<file path="config.mk">
export PLATFORM = sky130hd
export DESIGN_NAME = y86_multicycle_core
export DESIGN_NICKNAME = d
export VERILOG_FILES = /design/src/rtl/y86_pkg.sv /design/src/rtl/y86_regfile_p.sv /design/src/rtl/y86_multicycle_core.sv
export SDC_FILE = /design/constraint.sdc
export NUM_CORES = 1
export LEC_CHECK = 0
export BUFFER_PORTS_ARGS = -buffer_cell sky130_fd_sc_hd__buf_2
export CAP_MARGIN = 20
export CORE_MARGIN = 1.5
export CORE_UTILIZATION = 40
export CTS_BUF_LIST = sky130_fd_sc_hd__clkbuf_8
export DETAILED_ROUTE_END_ITERATION = 7
export SYNTH_ARGS = -nofsm -noshare
export SYNTH_HDL_FRONTEND = slang
export SYNTH_SLANG_ARGS = --single-unit
</file>
<file path="constraint.sdc">
create_clock -name CLK -period 18 [get_ports CLK]
set_input_delay 4.5 -clock CLK [delete_from_list [all_inputs] [get_ports CLK]]
set_output_delay 4.5 -clock CLK [all_outputs]
set_load 0.1 [all_outputs]
</file>
<file path="src/rtl/y86_pkg.sv">
// Shared encodings for the multi-cycle Y86 core: opcodes, ALU functions,
// branch/move conditions, status codes and the sequencer state type.
package y86_pkg;

    localparam logic [3:0] IHALT   = 4'h0;
    localparam logic [3:0] INOP    = 4'h1;
    localparam logic [3:0] IRRMOVL = 4'h2;
    localparam logic [3:0] IIRMOVL = 4'h3;
    localparam logic [3:0] IOPL    = 4'h6;
    localparam logic [3:0] IJXX    = 4'h7;

    localparam logic [3:0] ALU_ADD = 4'h0;
    localparam logic [3:0] ALU_SUB = 4'h1;
    localparam logic [3:0] ALU_AND = 4'h2;
    localparam logic [3:0] ALU_XOR = 4'h3;

    localparam logic [3:0] C_ALWAYS = 4'h0;
    localparam logic [3:0] C_LE     = 4'h1;
    localparam logic [3:0] C_L      = 4'h2;
    localparam logic [3:0] C_E      = 4'h3;
    localparam logic [3:0] C_NE     = 4'h4;
    localparam logic [3:0] C_GE     = 4'h5;
    localparam logic [3:0] C_G      = 4'h6;

    localparam logic [1:0] ST_AOK = 2'd0;
    localparam logic [1:0] ST_HLT = 2'd1;
    localparam logic [1:0] ST_INS = 2'd2;

    localparam logic [3:0] RNONE = 4'hF;

    typedef enum logic [2:0] {
        S_FETCH  = 3'd0,
        S_DECODE = 3'd1,
        S_EXEC   = 3'd2,
        S_WB     = 3'd3,
        S_STOP   = 3'd4
    } state_t;

    // Evaluate a jump/cmov condition against flags {ZF,SF,OF}.
    function automatic logic cond_eval(input logic [3:0] fn, input logic [2:0] flags);
        logic zf, sf, of;
        zf = flags[2];
        sf = flags[1];
        of = flags[0];
        case (fn)
            C_ALWAYS: return 1'b1;
            C_LE:     return (sf ^ of) | zf;
            C_L:      return sf ^ of;
            C_E:      return zf;
            C_NE:     return ~zf;
            C_GE:     return ~(sf ^ of);
            C_G:      return ~(sf ^ of) & ~zf;
            default:  return 1'b0;
        endcase
    endfunction

endpackage

</file>
<file path="src/rtl/y86_regfile_p.sv">
// Architectural register file: two combinational read ports, one debug read
// port and one synchronous write port. IDs >= NREG (including 0xF) read as 0
// and are never written.
module y86_regfile_p #(
    parameter int DATA_W = 32,
    parameter int NREG   = 8
) (
    input  logic              clk,
    input  logic              rst,
    input  logic [3:0]        ra_sel,
    output logic [DATA_W-1:0] ra_val,
    input  logic [3:0]        rb_sel,
    output logic [DATA_W-1:0] rb_val,
    input  logic [3:0]        dbg_sel,
    output logic [DATA_W-1:0] dbg_val,
    input  logic              we,
    input  logic [3:0]        wsel,
    input  logic [DATA_W-1:0] wval
);

    localparam logic [4:0] NREG5 = 5'(NREG);

    // Sized to the full 4-bit ID space so any ID indexes cleanly; entries at
    // or above NREG are never written and stay constant zero.
    logic [DATA_W-1:0] mem [16];

    function automatic logic in_range(input logic [3:0] id);
        return {1'b0, id} < NREG5;
    endfunction

    assign ra_val  = in_range(ra_sel)  ? mem[ra_sel]  : '0;
    assign rb_val  = in_range(rb_sel)  ? mem[rb_sel]  : '0;
    assign dbg_val = in_range(dbg_sel) ? mem[dbg_sel] : '0;

    // Clear on reset, otherwise single write per cycle.
    always_ff @(posedge clk or posedge rst) begin
        if (rst) begin
            for (int i = 0; i < 16; i++) mem[i] <= '0;
        end else if (we && in_range(wsel)) begin
            mem[wsel] <= wval;
        end
    end

endmodule

</file>
<file path="src/rtl/y86_multicycle_core.sv">
// Multi-cycle Y86 core: FETCH/DECODE/EXEC/WB sequencer over a req/ack
// instruction port, with PC, register file, condition codes, status and a
// retired-instruction counter.
module y86_multicycle_core
    import y86_pkg::*;
#(
    parameter int DATA_W   = 32,
    parameter int ADDR_W   = 32,
    parameter int NREG     = 8,
    parameter int RESET_PC = 0,
    parameter int CNT_W    = 32
) (
    input  logic              CLK,
    input  logic              RESET,
    output logic              imem_req,
    output logic [ADDR_W-1:0] imem_addr,
    input  logic              imem_ack,
    input  logic [47:0]       imem_data,
    output logic [ADDR_W-1:0] pc,
    output logic [1:0]        status,
    output logic [2:0]        cc,
    output logic [CNT_W-1:0]  retired,
    input  logic [3:0]        dbg_sel,
    output logic [DATA_W-1:0] dbg_val
);

    localparam logic [4:0] NREG5 = 5'(NREG);

    state_t state, state_nxt;

    logic [47:0]       ir;
    logic [DATA_W-1:0] val_a, val_b, val_c, val_e;
    logic              cnd;

    logic [3:0] icode, ifun, ra, rb;
    assign icode = ir[47:44];
    assign ifun  = ir[43:40];
    assign ra    = ir[39:36];
    assign rb    = ir[35:32];

    // Little-endian immediate: bytes 2..5 for irmovl, bytes 1..4 for jXX.
    logic [31:0]       c32;
    logic [DATA_W-1:0] c_ext;
    assign c32   = (icode == IJXX) ? {ir[15:8], ir[23:16], ir[31:24], ir[39:32]}
                                   : {ir[7:0],  ir[15:8],  ir[23:16], ir[31:24]};
    assign c_ext = DATA_W'($signed(c32));

    logic [DATA_W-1:0] rf_a, rf_b;
    logic              rf_we;

    y86_regfile_p #(.DATA_W(DATA_W), .NREG(NREG)) u_rf (
        .clk     (CLK),
        .rst     (RESET),
        .ra_sel  (ra),
        .ra_val  (rf_a),
        .rb_sel  (rb),
        .rb_val  (rf_b),
        .dbg_sel (dbg_sel),
        .dbg_val (dbg_val),
        .we      (rf_we),
        .wsel    (rb),
        .wval    (val_e)
    );

    function automatic logic reg_ok(input logic [3:0] id);
        return {1'b0, id} < NREG5;
    endfunction

    // Instruction legality: opcode, function code and register-ID checks.
    logic dec_ok;
    always_comb begin
        dec_ok = 1'b0;
        case (icode)
            IHALT, INOP: dec_ok = 1'b1;
            IRRMOVL:     dec_ok = (ifun <= 4'd6) && reg_ok(ra) && reg_ok(rb);
            IIRMOVL:     dec_ok = (ra == RNONE) && reg_ok(rb);
            IOPL:        dec_ok = (ifun <= 4'd3) && reg_ok(ra) && reg_ok(rb);
            IJXX:        dec_ok = (ifun <= 4'd6);
            default:     dec_ok = 1'b0;
        endcase
    end

    // ALU and signed-overflow detection; OF is only meaningful for add/sub.
    logic [DATA_W-1:0] alu;
    logic              alu_of;
    always_comb begin
        alu    = val_b + val_a;
        alu_of = 1'b0;
        case (ifun)
            ALU_ADD: begin
                alu    = val_b + val_a;
                alu_of = (val_a[DATA_W-1] == val_b[DATA_W-1]) && (alu[DATA_W-1] != val_b[DATA_W-1]);
            end
            ALU_SUB: begin
                alu    = val_b - val_a;
                alu_of = (val_a[DATA_W-1] != val_b[DATA_W-1]) && (alu[DATA_W-1] != val_b[DATA_W-1]);
            end
            ALU_AND: alu = val_b & val_a;
            ALU_XOR: alu = val_b ^ val_a;
            default: ;
        endcase
    end

    // Select the value to be written back.
    logic [DATA_W-1:0] exec_val;
    always_comb begin
        case (icode)
            IRRMOVL: exec_val = val_a;
            IOPL:    exec_val = alu;
            default: exec_val = val_c;
        endcase
    end

    // Sequential length of the current instruction.
    logic [ADDR_W-1:0] val_p;
    always_comb begin
        case (icode)
            IRRMOVL, IOPL: val_p = ADDR_W'(2);
            IIRMOVL:       val_p = ADDR_W'(6);
            IJXX:          val_p = ADDR_W'(5);
            default:       val_p = ADDR_W'(1);
        endcase
    end

    // State register.
    always_ff @(posedge CLK or posedge RESET) begin
        if (RESET) state <= S_FETCH;
        else       state <= state_nxt;
    end

    // Next-state logic.
    always_comb begin
        state_nxt = state;
        case (state)
            S_FETCH:  if (imem_ack) state_nxt = S_DECODE;
            S_DECODE: state_nxt = (!dec_ok || icode == IHALT) ? S_STOP : S_EXEC;
            S_EXEC:   state_nxt = S_WB;
            S_WB:     state_nxt = S_FETCH;
            default:  state_nxt = S_STOP;
        endcase
    end

    // State-decoded outputs: fetch request and register write enable.
    always_comb begin
        imem_req = (state == S_FETCH) && !RESET;
        rf_we    = (state == S_WB) &&
                   (icode == IOPL || icode == IIRMOVL || (icode == IRRMOVL && cnd));
    end

    assign imem_addr = pc;

    // Datapath registers, advanced by the phase of the current instruction.
    always_ff @(posedge CLK or posedge RESET) begin
        if (RESET) begin
            pc      <= ADDR_W'(RESET_PC);
            ir      <= '0;
            cc      <= 3'b100;
            status  <= ST_AOK;
            retired <= '0;
            val_a   <= '0;
            val_b   <= '0;
            val_c   <= '0;
            val_e   <= '0;
            cnd     <= 1'b0;
        end else begin
            case (state)
                S_FETCH: if (imem_ack) ir <= imem_data;
                S_DECODE: begin
                    val_a <= rf_a;
                    val_b <= rf_b;
                    val_c <= c_ext;
                    if (!dec_ok)              status <= ST_INS;
                    else if (icode == IHALT)  status <= ST_HLT;
                end
                S_EXEC: begin
                    val_e <= exec_val;
                    // Condition sees the flags from before this instruction.
                    cnd   <= cond_eval(ifun, cc);
                    if (icode == IOPL) cc <= {alu == '0, alu[DATA_W-1], alu_of};
                end
                S_WB: begin
                    pc      <= (icode == IJXX && cnd) ? ADDR_W'(val_c) : pc + val_p;
                    retired <= retired + 1'b1;
                end
                default: ;
            endcase
        end
    end

endmodule
</file>
# Yosys cells after proc, flatten, opt, wreduce, memory -nomap -nowiden
# Cells that the tools add are included.
# totals
reg_bits,761
input_bits,55
output_inout_bits,134
wordCells,126
# classes
n_addsub,4
order_cmp,9
eq_ne,21
mux,28
n_bitwise,10
n_reduce_logical,27
# ops
operator,count
512-bit bitwise mux,1
32-bit binary-select mux with 4-bit select,3
32-bit two-way mux,12
32-bit demux with 4-bit select,1
32-bit case mux with 3 select lines,1
32-bit adder,2
32-bit case mux with 2 select lines,1
"32-bit by 1-bit adder with 32-bit output, second input constant",1
32-bit bitwise AND,1
32-bit zero test,1
32-bit subtractor,1
32-bit XOR,1
"4-bit by 3-bit equality test with 1-bit output, second input constant",5
"4-bit by 2-bit equality test with 1-bit output, second input constant",4
"5-bit >= comparator, second input constant",3
4-bit NOT with 5-bit output,3
1-bit logical AND,13
"4-bit < comparator, second input constant",3
3-bit case mux with 4 select lines,1
3-bit case mux with 3 select lines,1
"4-bit by 1-bit equality test with 1-bit output, second input constant",2
4-bit zero test,2
1-bit case mux with 7 select lines,1
"3-bit by 2-bit equality test with 1-bit output, second input constant",2
other kinds (22),33

# Longest topological paths before layout
# logic_depth
depth_word,8
depth_mapped,18
depth_no_buf,16

# By module
# Synthesis repeated with hierarchy kept, for this count alone.
# hier_totals
hier_cells,2902
hier_area_um2,32112.0
# modules_own_cells
module,n_inst,cells_each,area_each_um2,seq_area_each_um2
y86_multicycle_core,1,1902,16594.7,6232.2
y86_regfile_p,1,1000,15517.4,6406.1

# Least setup slack after synthesis
# OpenSTA, ideal clock, no wires.
# synth_timing
path_type,input to output
startpoint,input RESET
endpoint,output imem_req
arrival_time_ns,7.318
required_time_ns,13.500
path_slack_ns,6.182
cell_stages,1
cell_sequence,nor4_1
# synth_between
elab_chain_cells,2
# synth_lines
element,line_no,source
from (decl),y86_multicycle_core.sv:14,"input logic RESET,"
1-bit zero test (no source line),-,
1-bit logical AND,y86_multicycle_core.sv:145,imem_req = (state == S_FETCH) && !RESET;
to (decl),y86_multicycle_core.sv:15,"output logic imem_req,"
# Every way passes these cells.

# Final worst setup path
# layout_timing
startpoint,input dbg_sel[0]
endpoint,output dbg_val[30]
# layout_between
elab_chain_cells,5
elab_cells_between_ends,6
# layout_lines
element,line_no,source
from (decl),y86_multicycle_core.sv:23,"input logic [3:0] dbg_sel,"
4-bit NOT with 5-bit output (implied by the code),y86_regfile_p.sv:33,assign dbg_val = in_range(dbg_sel) ? mem[dbg_sel] : '0;
32-bit binary-select mux with 4-bit select,y86_regfile_p.sv:33,
32-bit two-way mux (implied by the code) (2 in series),y86_regfile_p.sv:33,
32-bit two-way mux *,y86_regfile_p.sv:33,
to (decl),y86_multicycle_core.sv:24,output logic [DATA_W-1:0] dbg_val
# Mark *: on every way between the ends. The rest lies on a longest branch, timed or not. The select of a mux whose other input is x is not followed.

==> results.sh <==
export IMPL_status="finished clean"
export IMPL_async_reset_ff_share_pct=100.0
export IMPL_timing_critical_path_mode_cell="buf_4"
export IMPL_synth_top_area_share_pct=39.90
export IMPL_hold_path_depth=1
export IMPL_final_area_sq_um=35380
export IMPL_drv_slew=0
export IMPL_worstRegToRegCells=12
export IMPL_clkTransAtPathRegs_ns=0.05
export IMPL_synth_area_leader_cell="dfrtp_1"
export IMPL_grt_overflow=0
export IMPL_ir_drop_mv=0.1573
export IMPL_synth_edff_count=0
export IMPL_min_period_ns=11.20
export IMPL_synthCells=2862
export IMPL_port_buffers=188
export IMPL_timing_rr_end="val_e[25]$_DFFE_PP0N_"
export IMPL_final_seq_area_sq_um=12650
export IMPL_synth_seq_cells=505
export IMPL_reg2reg_slack_ns=13.60
export IMPL_final_hold_viol_count=0
export IMPL_fillers=7208
export IMPL_die_y_microns=284.1
export IMPL_maxCapViolations=0
export IMPL_leakage_nw=16.56
export IMPL_cts_setup_buffers=0
export IMPL_arrival_ns=6.70
export IMPL_yosys_top_cells_area="dfrtp_1 40%, mux4_2 14%, mux2_2 11%"
export IMPL_rsz0062_at_grt="false"
export IMPL_grt_max_degree=192
export IMPL_antenna_found_initial=4
export IMPL_cts_made_buffers=92
export IMPL_dr_pass1_iters=6
export IMPL_io_pins=189
export IMPL_setup_viol=0
export IMPL_drive_gt1_share_pct=30.50
export IMPL_grt_pass1_wl_microns=163600
export IMPL_worstMarginPinSlew_ns=1.093
export IMPL_yosysWarnings=0
export IMPL_clockBufferDepth=3
export IMPL_syn_cell_area_sq_um=31610
export IMPL_ys_types=95
export IMPL_timing_fmax_mhz=89.30
export IMPL_ys_seq_area_share_pct=39.98
export IMPL_start_util_pct=40.60
export IMPL_endpoint_kind="output port"
export IMPL_dieArea_sq_um=80720
export IMPL_holdBufCountCts=0
export IMPL_slowest_stage="mux4_2"
export IMPL_synth_nets=2987
export IMPL_post_route_period_util_pct=62.21
export IMPL_ys_flop_type="dfrtp_1"
export IMPL_multiInputGateArea_sq_um=17690
export IMPL_track_usage_pct=26.55
export IMPL_clk_root_buffer_cell="clkbuf_8"
export IMPL_min_from="retired[31]$_DFFE_PP0N_"
export IMPL_nets=3082
export IMPL_hpwl_microns=74710
export IMPL_worst_setup_path_type="input port to output port"
export IMPL_timing_rr_start="val_a[8]$_DFFE_PP0N_"
export IMPL_area_delta_synth_final_pct=11.93
export IMPL_htree_num_levels=3
export IMPL_ant_nets=0
export IMPL_crit_path_start_kind="input port"
export IMPL_insertion_delay_ns=0.73
export IMPL_whs_endpoint="retired[31]$_DFFE_PP0N_"
export IMPL_avgSynthCellArea_sq_um=11.04
export IMPL_drc=0
export IMPL_critical_path_peak_fanout=44
export IMPL_chipWidth_microns=284.1
export IMPL_routabilityCongestion=0.9709
export IMPL_cp_required_ns=13.50
export IMPL_critPathMaxStageDelay_ns=0.56
export IMPL_hp_class="flop to flop"
export IMPL_dpl_cell_area_sq_um=33260
export IMPL_pwr_density_cell_nw_per_um2=103.6
export IMPL_cts_sinks=505
export IMPL_totalWireLength_microns=108700
export IMPL_coreArea_sq_um=77850
export IMPL_num_rows=102
export IMPL_post_cts_resized=0
export IMPL_via_per_inst=6.240
export IMPL_route_vias_total=25390
export IMPL_skew_ns=0.05346
export IMPL_cp_cell_sequence="buf_4, buf_4, buf_16, mux4_2, mux2i_1, nor2_1, buf_2"
export IMPL_slew_headroom_pct=25.24
export IMPL_cts_tree="done"
export IMPL_setup_tns_ns=0
export IMPL_wl_per_cell_microns=26.72
export IMPL_drt_iter0_drc=2628
export IMPL_grt_pass1_vias=25010
## where the power goes
part | leakage [nW] | switching (mW) | internal [mW]
registers | 6.89 | 0.259 | 1.24
logic | 8.53 | 0.590 | 0.349
clock network | 1.14 | 0.529 | 0.700
total | 16.6 | 1.38 | 2.29
## flip-flops by register name (all words and copies together), names as in the netlist
name       count
ir            48
retired       32
imem_addr     32
cnd            1
u_rf.mem     256
val_c         32
val_e         32
status         2
val_a         32
val_b         32
cc             3
state          3
## metrics by stage
step           setup slack (ns)  cells  power (mW)  hold slack, ns  utilization (%)
6_report                  6.802   4069       3.664          0.4712            45.45
5_1_grt                   6.667   4067       3.798          0.4958            45.44
4_1_cts                   6.446   4064       3.682          0.4845            45.36
3_5_place_dp              6.432   3901       2.445          0.4725            42.72
3_3_place_gp              6.489   3901       2.433          0.4638            42.72
2_1_floorplan             6.182   2862       2.032          0.4637                -
## worst max-delay path by stage
stage / from / endpoint / slack [ns] / depth (start not counted)
finish: dbg_sel[0] / dbg_val[30] / 6.80 / 7
global route: dbg_sel[0] / dbg_val[29] / 6.67 / 7
CTS: dbg_sel[0] / dbg_val[31] / 6.45 / 6
detailed placement: dbg_sel[0] / dbg_val[31] / 6.43 / 6
global placement: dbg_sel[0] / dbg_val[15] / 6.49 / 6
floorplan: RESET / imem_req / 6.18 / 1
## cells by family (layout without fill, tap and decap cells)
kind of cell / Yosys count / after routing / share of synthesized area, %
simple gates: 653 / 653 / 9.955
mux: 637 / 637 / 28.96
compound gates: 635 / 635 / 12.68
flops: 505 / 505 / 39.98
buf+inv: 313 / 477 / 4.220
fa+ha+maj: 70 / 70 / 2.842
xor+xnor: 49 / 49 / 1.358
other cells: 0 / 3 / 0
## worst max-delay path: cells and delay by family
| kind | cells | cell delay [ns] |
|---|---|---|
| buf+inv | 4 | 1.28 |
| mux | 2 | 0.76 |
| simple gates | 1 | 0.11 |
## per-layer routing
metal	vias to the layer above	wire (microns)	GRT usage (%)	part of all wire, %
li1	10950	-	-	-
met1	13090	47860	38.04	44
met2	1147	48960	40.41	45
met3	203	7971	4.518	7.3
met4	2	3928	9.707	3.6
met5	-	13	0	0.012
## cells in the final DEF, fill, tap and decap left out, types with 38 or more instances in the layout
master / instances
buf_4: 46
clkbuf_8: 116
a21oi_1: 155
xnor2_1: 38
mux4_2: 192
inv_1: 88
buf_2: 187
mux2_2: 300
dfrtp_1: 499
nor2_1: 184
o21ai_0: 192
nand2_1: 210
o22ai_1: 54
ha_1: 67
mux2i_1: 145
## synth_stat cells, types with 24 or more instances
| master | count |
|---|---|
| buf_4 | 34 |
| nand2_1 | 213 |
| mux4_2 | 192 |
| o22ai_1 | 54 |
| o21ai_0 | 192 |
| nor2_1 | 185 |
| xnor2_1 | 38 |
| nand3_1 | 36 |
| nand4_1 | 29 |
| mux2_2 | 300 |
| clkbuf_1 | 144 |
| buf_1 | 43 |
| dfrtp_1 | 504 |
| nor3_1 | 33 |
| a21oi_1 | 155 |
| nand2b_1 | 24 |
| ha_1 | 67 |
| inv_1 | 69 |
| mux2i_1 | 145 |
## final cells by class
type | instances | share of cell area (%)
Multi-Input combinational cell | 2044 | 50.01
Tap cell | 1040 | 3.678
Sequential cell | 505 | 35.75
Clock inverter | 47 | 1.301
Antenna cell | 3 | 0.02122
Timing Repair Buffer | 237 | 3.890
Inverter | 77 | 0.8276
Clock buffer | 116 | 4.513
(Power assumes the default switching activity.)
